[config.mk]
export PLATFORM = sky130hd
export DESIGN_NAME = view_ctrl_blink
export DESIGN_NICKNAME = d
export VERILOG_FILES = /design/src/rtl/view_pkg.sv /design/src/rtl/blink_timer.sv /design/src/rtl/view_ctrl_blink.sv
export SDC_FILE = /design/constraint.sdc
export NUM_CORES = 1
export LEC_CHECK = 0
export ABC_AREA = 1
export BUFFER_PORTS_ARGS = -buffer_cell sky130_fd_sc_hd__buf_2
export CORE_MARGIN = 4
export CORE_UTILIZATION = 55
export DETAILED_ROUTE_END_ITERATION = 8
export GPL_TIMING_DRIVEN = 0
export MAX_ROUTING_LAYER = met4
export PLACE_DENSITY = 0.91
export SETUP_SLACK_MARGIN = 0.5
export SYNTH_ARGS = -nofsm -noshare
export SYNTH_HDL_FRONTEND = slang
export SYNTH_HIERARCHICAL = 1
export SYNTH_SLANG_ARGS = --single-unit
[constraint.sdc]
create_clock -name cp -period 2.55 [get_ports cp]
set_input_delay 0.1275 -clock cp [delete_from_list [all_inputs] [get_ports cp]]
set_output_delay 0.1275 -clock cp [all_outputs]
set_load 0.01 [all_outputs]
[src/rtl/view_pkg.sv]
// Shared state codes and glyph constants for the front-panel view.
// Imported by blink_timer and view_ctrl_blink.
package view_pkg;

  typedef enum logic [2:0] {
    ST_SHUTDOWN = 3'd0,
    ST_BEGIN    = 3'd1,
    ST_SET      = 3'd2,
    ST_RUN      = 3'd3,
    ST_ERROR    = 3'd4,
    ST_PAUSE    = 3'd5,
    ST_FINISH   = 3'd6,
    ST_ILLEGAL  = 3'd7
  } view_state_e;

  localparam int GLYPH_EMPTY = 55;
  localparam int GLYPH_FULL  = 56;
  localparam int GLYPH_PAUSE = 57;
  localparam int GLYPH_ERR   = 58;

endpackage

[src/rtl/blink_timer.sv]
// Blink engine: prescaled tick counter and blink half-period counter.
// Ports: cp, rst_n, restart (clear + force on now), blink_on (effective level).
module blink_timer
  import view_pkg::*;
#(
  parameter int TICK_DIV    = 50000,
  parameter int BLINK_TICKS = 250
) (
  input  logic cp,
  input  logic rst_n,
  input  logic restart,
  output logic blink_on
);

  localparam int TW = $clog2(TICK_DIV);
  localparam int BW = (BLINK_TICKS > 1) ? $clog2(BLINK_TICKS) : 1;

  logic [TW-1:0] tick_q;
  logic [TW-1:0] tick_cur;
  logic [TW-1:0] tick_d;
  logic [BW-1:0] bcnt_q;
  logic [BW-1:0] bcnt_cur;
  logic [BW-1:0] bcnt_d;
  logic          blink_q;
  logic          blink_cur;
  logic          blink_d;
  logic          tick;

  // A restart makes this cycle the first cycle of a fresh
  // "on" half-period, so the counters advance from zero now.
  always_comb begin
    tick_cur  = restart ? '0 : tick_q;
    bcnt_cur  = restart ? '0 : bcnt_q;
    blink_cur = restart | blink_q;
    tick      = (tick_cur == TW'(TICK_DIV - 1));
    tick_d    = tick ? '0 : tick_cur + TW'(1);
    bcnt_d    = bcnt_cur;
    blink_d   = blink_cur;
    if (tick) begin
      if (bcnt_cur == BW'(BLINK_TICKS - 1)) begin
        bcnt_d  = '0;
        blink_d = ~blink_cur;
      end else begin
        bcnt_d  = bcnt_cur + BW'(1);
      end
    end
  end

  always_ff @(posedge cp or negedge rst_n) begin
    if (!rst_n) begin
      tick_q  <= '0;
      bcnt_q  <= '0;
      blink_q <= 1'b1;
    end else begin
      tick_q  <= tick_d;
      bcnt_q  <= bcnt_d;
      blink_q <= blink_d;
    end
  end

  assign blink_on = blink_cur;

endmodule

[src/rtl/view_ctrl_blink.sv]
// Front-panel view: state mux, blink engine, optional PWM dim (VIEW_DIM_EN), registered outputs.
// Ports: cp, rst_n, state, digits_in, led_in, power_in, set_in, dim_level -> digits_out, led_out, set_led, power_led.
module view_ctrl_blink
  import view_pkg::*;
#(
  parameter int NUM_DIGITS  = 3,
  parameter int DIG_W       = 6,
  parameter int NUM_LED     = 8,
  parameter int TICK_DIV    = 50000,
  parameter int BLINK_TICKS = 250
) (
  input  logic                        cp,
  input  logic                        rst_n,
  input  logic [2:0]                  state,
  input  logic [NUM_DIGITS*DIG_W-1:0] digits_in,
  input  logic [NUM_LED-1:0]          led_in,
  input  logic                        power_in,
  input  logic                        set_in,
  input  logic [3:0]                  dim_level,
  output logic [NUM_DIGITS*DIG_W-1:0] digits_out,
  output logic [NUM_LED-1:0]          led_out,
  output logic                        set_led,
  output logic                        power_led
);

  localparam int MID = NUM_DIGITS / 2;
  localparam logic [DIG_W-1:0] G_EMPTY = DIG_W'(GLYPH_EMPTY);
  localparam logic [DIG_W-1:0] G_FULL  = DIG_W'(GLYPH_FULL);
  localparam logic [DIG_W-1:0] G_PAUSE = DIG_W'(GLYPH_PAUSE);
  localparam logic [DIG_W-1:0] G_ERR   = DIG_W'(GLYPH_ERR);

  logic [2:0]                  prev_q;
  logic                        restart;
  logic                        blink;
  view_state_e                 st;
  logic [NUM_DIGITS*DIG_W-1:0] dig_d;
  logic [NUM_LED-1:0]          led_d;
  logic                        set_d;
  logic [NUM_LED-1:0]          led_g;
  logic                        set_g;

  always_ff @(posedge cp or negedge rst_n) begin
    if (!rst_n) begin
      prev_q <= 3'(ST_SHUTDOWN);
    end else begin
      prev_q <= state;
    end
  end

  assign restart = (state != prev_q);

  blink_timer #(
    .TICK_DIV    (TICK_DIV),
    .BLINK_TICKS (BLINK_TICKS)
  ) u_blink (
    .cp       (cp),
    .rst_n    (rst_n),
    .restart  (restart),
    .blink_on (blink)
  );

  assign st = view_state_e'(state);

  always_comb begin
    dig_d = digits_in;
    led_d = led_in;
    set_d = set_in;
    unique case (st)
      ST_BEGIN: begin
        dig_d = {NUM_DIGITS{G_FULL}};
        led_d = '1;
        set_d = 1'b1;
      end
      ST_SET, ST_RUN: begin
        dig_d = digits_in;
      end
      ST_ERROR: begin
        dig_d = {NUM_DIGITS{blink ? G_ERR : G_EMPTY}};
        led_d = {NUM_LED{blink}};
        set_d = 1'b0;
      end
      ST_PAUSE: begin
        dig_d[MID*DIG_W +: DIG_W] = G_PAUSE;
        led_d = led_in & {NUM_LED{blink}};
      end
      ST_FINISH: begin
        dig_d = {NUM_DIGITS{blink ? G_FULL : G_EMPTY}};
        led_d = {NUM_LED{blink}};
        set_d = blink;
      end
      default: begin
        dig_d = {NUM_DIGITS{G_EMPTY}};
        led_d = '0;
        set_d = 1'b0;
      end
    endcase
  end

`ifdef VIEW_DIM_EN
  logic [3:0] pwm_cnt;
  logic       lit;

  always_ff @(posedge cp or negedge rst_n) begin
    if (!rst_n) begin
      pwm_cnt <= '0;
    end else begin
      pwm_cnt <= pwm_cnt + 4'd1;
    end
  end

  assign lit   = (pwm_cnt < dim_level);
  assign led_g = led_d & {NUM_LED{lit}};
  assign set_g = set_d & lit;
`else
  logic unused_dim;
  assign unused_dim = ^dim_level;
  assign led_g      = led_d;
  assign set_g      = set_d;
`endif

  always_ff @(posedge cp or negedge rst_n) begin
    if (!rst_n) begin
      digits_out <= {NUM_DIGITS{G_EMPTY}};
      led_out    <= '0;
      set_led    <= 1'b0;
      power_led  <= 1'b0;
    end else begin
      digits_out <= dig_d;
      led_out    <= led_g;
      set_led    <= set_g;
      power_led  <= power_in;
    end
  end

endmodule
==> results.tsv <==
stage	metric	value	unit
status	status	finished, final reports clean	
floorplanning	num_rows	26	
synthesis	ys_warn_count	6	
route	drc_errors	0	
synthesis	seq_area_frac_synth	0.465	
cells_and_area	drive_above_1_share	0.323	
route	drt_first_pass_iters	6	
timing	rsz0062_at_grt	yes	
power_and_ir_drop	power	1.78	mW
critical_path	cp_top_family	simple AND/OR/NAND/NOR gates	
synthesis	synth_top_family_by_area	simple AND/OR/NAND/NOR gates	
timing	drv_slew	0	
clocking	cts_root_buf	clkbuf_8	
power_and_ir_drop	cellPowerDensity	454	nW/um^2
cells_and_area	multi_input_area	1430	sq um
clocking	cts.sinks	56	
floorplanning	start_util	0.584	
place	place_congestion	0.918	
cells_and_area	final_cells	566	
timing	setup_violations	0	
synthesis	synth_top_flop_cell	dfrtp_1	
global_routing	antenna_found_initial	0	
route	drtIter0Drc	364	
global_routing	grt.total_usage	0.256	
synthesis	synth_top_area_share	0.327	
synthesis	netlist_instances	403	
timing	layout_setup_ws	0.467	ns
cells_and_area	fin_util	0.748	
synthesis	synth_cell_types	30	
floorplanning	io_pins	65	
cells_and_area	seqCellArea	1420	sq um
synthesis	synthTopCellsByCount	nand2_1 (122), inv_1 (63), nand3_1 (49)	
critical_path	crit_path_end_kind	register	
synthesis	synth_area_leaders	dfrtp_1 (33%), nand2_1 (15%), dfstp_2 (14%)	
cells_and_area	layout-area-overhead-vs-synth	28.1	%
synthesis	yosysMostFrequentCell	nand2_1	
clocking	cts_tree	built	
critical_path	cp_common_cell	nand2_1	
synthesis	synth_top_cell_by_area	dfrtp_1	
synthesis	synth_area	3060	sq um
cells_and_area	final_area	3920	sq um
route	ant_nets	0	
critical_path	critPathBufInv	3	
synthesis	synth_edf_count	0	
global_routing	grt_pass1_wl	13000	microns
place	dp.cells	533	
critical_path	critPathSlowestCell	dfrtp_1	
critical_path	crit_type	reg2reg	
floorplanning	fp.dieW	82.6	microns
synthesis	async_flop_share	1.00	
clocking	path_clk_slew	0.12	ns
place	dp_hpwl	4950	microns
timing	tightest_slew	1.22	ns
synthesis	synth_compound_area_frac	0.0254	
route	vias_per_cell	5.40	
critical_path	crit_fanout	10	
critical_path	crit_chain	xnor2_2, nand3_2, buf_4, inv_2, buf_6, nand3_1, nor2_1, nand2_2, nand2_1, nand2_1, nand2_1, nand2_1	
cells_and_area	nNetsFinal	533	
clocking	clkLatencyLatePin	0.32	ns
place	io_buffers	60	
clocking	h-tree-depth	2	
timing	final.setup.tns	0	ns
global_routing	grt_max_degree	57	
job	cap_violations	0	
critical_path	critPathArrivalTime	2.33	ns
floorplanning	core	5240	sq um
critical_path	startpoint_type	register	
min_path	hp-class	in2reg	
floorplanning	fp.dieH	82.6	microns
timing	finalClockSkew	0.0129	ns
timing	min_period	2.08	ns
route	wire_per_inst	14.9	microns
critical_path	r2r_slack	0.47	ns
timing	fmax	480	MHz
synthesis	syn-mean-instance-area	7.59	sq um
global_routing	overflow	0	
floorplanning	die_area	6820	sq um
synthesis	synthMuxAreaShare	0	
power_and_ir_drop	ir_drop	359	uV
route	num_vias	3058	
critical_path	worst_ep_required_time	2.80	ns
timing	slew_headroom	0.189	
place	place_area	3450	sq um
global_routing	grt_pass1_vias	2877	
synthesis	syn_nets	441	
critical_path	slowest_delay	0.42	ns
synthesis	ys_ff_latch	56	
synthesis	synth-simple-area-share	0.363	
synthesis	synth_xor_area_frac	0.0286	
route	wl	8420	microns
cells_and_area	antenna_cells	0	
timing	hold_viol_final	0	
power_and_ir_drop	p_leak	2.07	nW
timing	hold_ws	0.00765	ns
cells_and_area	fillers	319	
clocking	clockBufferDepth	2	
synthesis	synth_adder_area_share	0.00409	
timing	finalCritPeriodShare	0.817	
clocking	numCtsBuffers	5	
place	post-place-ws	0.144	ns
cell usage in the layout, fill, tap and decap left out, types with 7 or more instances in the layout:
master,netlist,final
buf_4,4,13
nand2_2,4,7
buf_2,1,61
dlygate4sd3_1,0,12
nand3_1,49,46
nor2_4,4,10
dfstp_2,16,16
dfrtp_1,40,40
inv_1,63,61
nand3_2,5,7
nor2_2,5,10
nand2_1,122,117
nor2_1,47,37
sequential cells by signal, summed over array words and instances, names as in the netlist:
register,flops
u_blink/bcnt_q,8
u_blink/blink_q,1
digits_out,18
led_out,8
set_led,1
prev_q,3
u_blink/tick_q,16
power_led,1
cells by family after synthesis:
| family | Yosys count |
|---|---|
| and+or+nand+nor | 246 |
| xor gates and xnor gates | 10 |
| AOI/OAI and AO/OA | 13 |
| buffers and inverters | 77 |
| DFF | 56 |
| adders and majority gates | 1 |
tightest hold or removal path, cell delays in order:
cell     delay (ns)
buf_2          0.07
nand2_1        0.04
nand3_1        0.06
power by group:
part	internal, mW	switching (mW)
clock network	0.204	0.323
registers	0.946	0.0151
logic	0.120	0.171
worst paths after layout:
| check | startpoint | end | depth (start not counted) |
|---|---|---|---|
| max | prev_q[2]$_DFF_PN0_ | u_blink/blink_q$_DFF_PN1_ | 12 |
| min | digits_in[9] | digits_out[9]$_DFF_PN0_ | 3 |
| max reg2reg | prev_q[2]$_DFF_PN0_ | u_blink/blink_q$_DFF_PN1_ | 12 |
| min reg2reg | u_blink/bcnt_q[2]$_DFF_PN0_ | u_blink/bcnt_q[2]$_DFF_PN0_ | 2 |
| max in group asynchronous | rst_n | prev_q[1]$_DFF_PN0_ | 1 |
| min in group asynchronous | rst_n | u_blink/bcnt_q[5]$_DFF_PN0_ | 1 |
what timing repair did:
item | in CTS | in global routing
resized for setup | 17 | 23
endpoints found under the hold margin | 12 | 0
gates cloned | 2 | 0
hold buffers | 12 | 0
pin swaps | 10 | 17
buffers inserted | 3 | 8
endpoints found under the setup margin | 20 | 23
final cells by class:
| class | instances | share of cell area |
|---|---|---|
| multi-input cells | 271 | 0.366 |
| flip-flops and latches | 56 | 0.363 |
| repair buffers | 84 | 0.131 |
| inverters | 67 | 0.0661 |
| plain buffers | 10 | 0.0275 |
| well taps | 70 | 0.0224 |
| clock buffers | 5 | 0.0176 |
| clock inverters | 3 | 0.00671 |
per-layer routing:
layer,vias up,share of wire,GRT usage
li1,1417,-,-
met1,1427,0.38,0.296
met2,178,0.52,0.433
met3,36,0.071,0.0553
met4,0,0.029,0.0997
met5,-,0,-
Note: power is estimated with default switching activity, not from simulation.
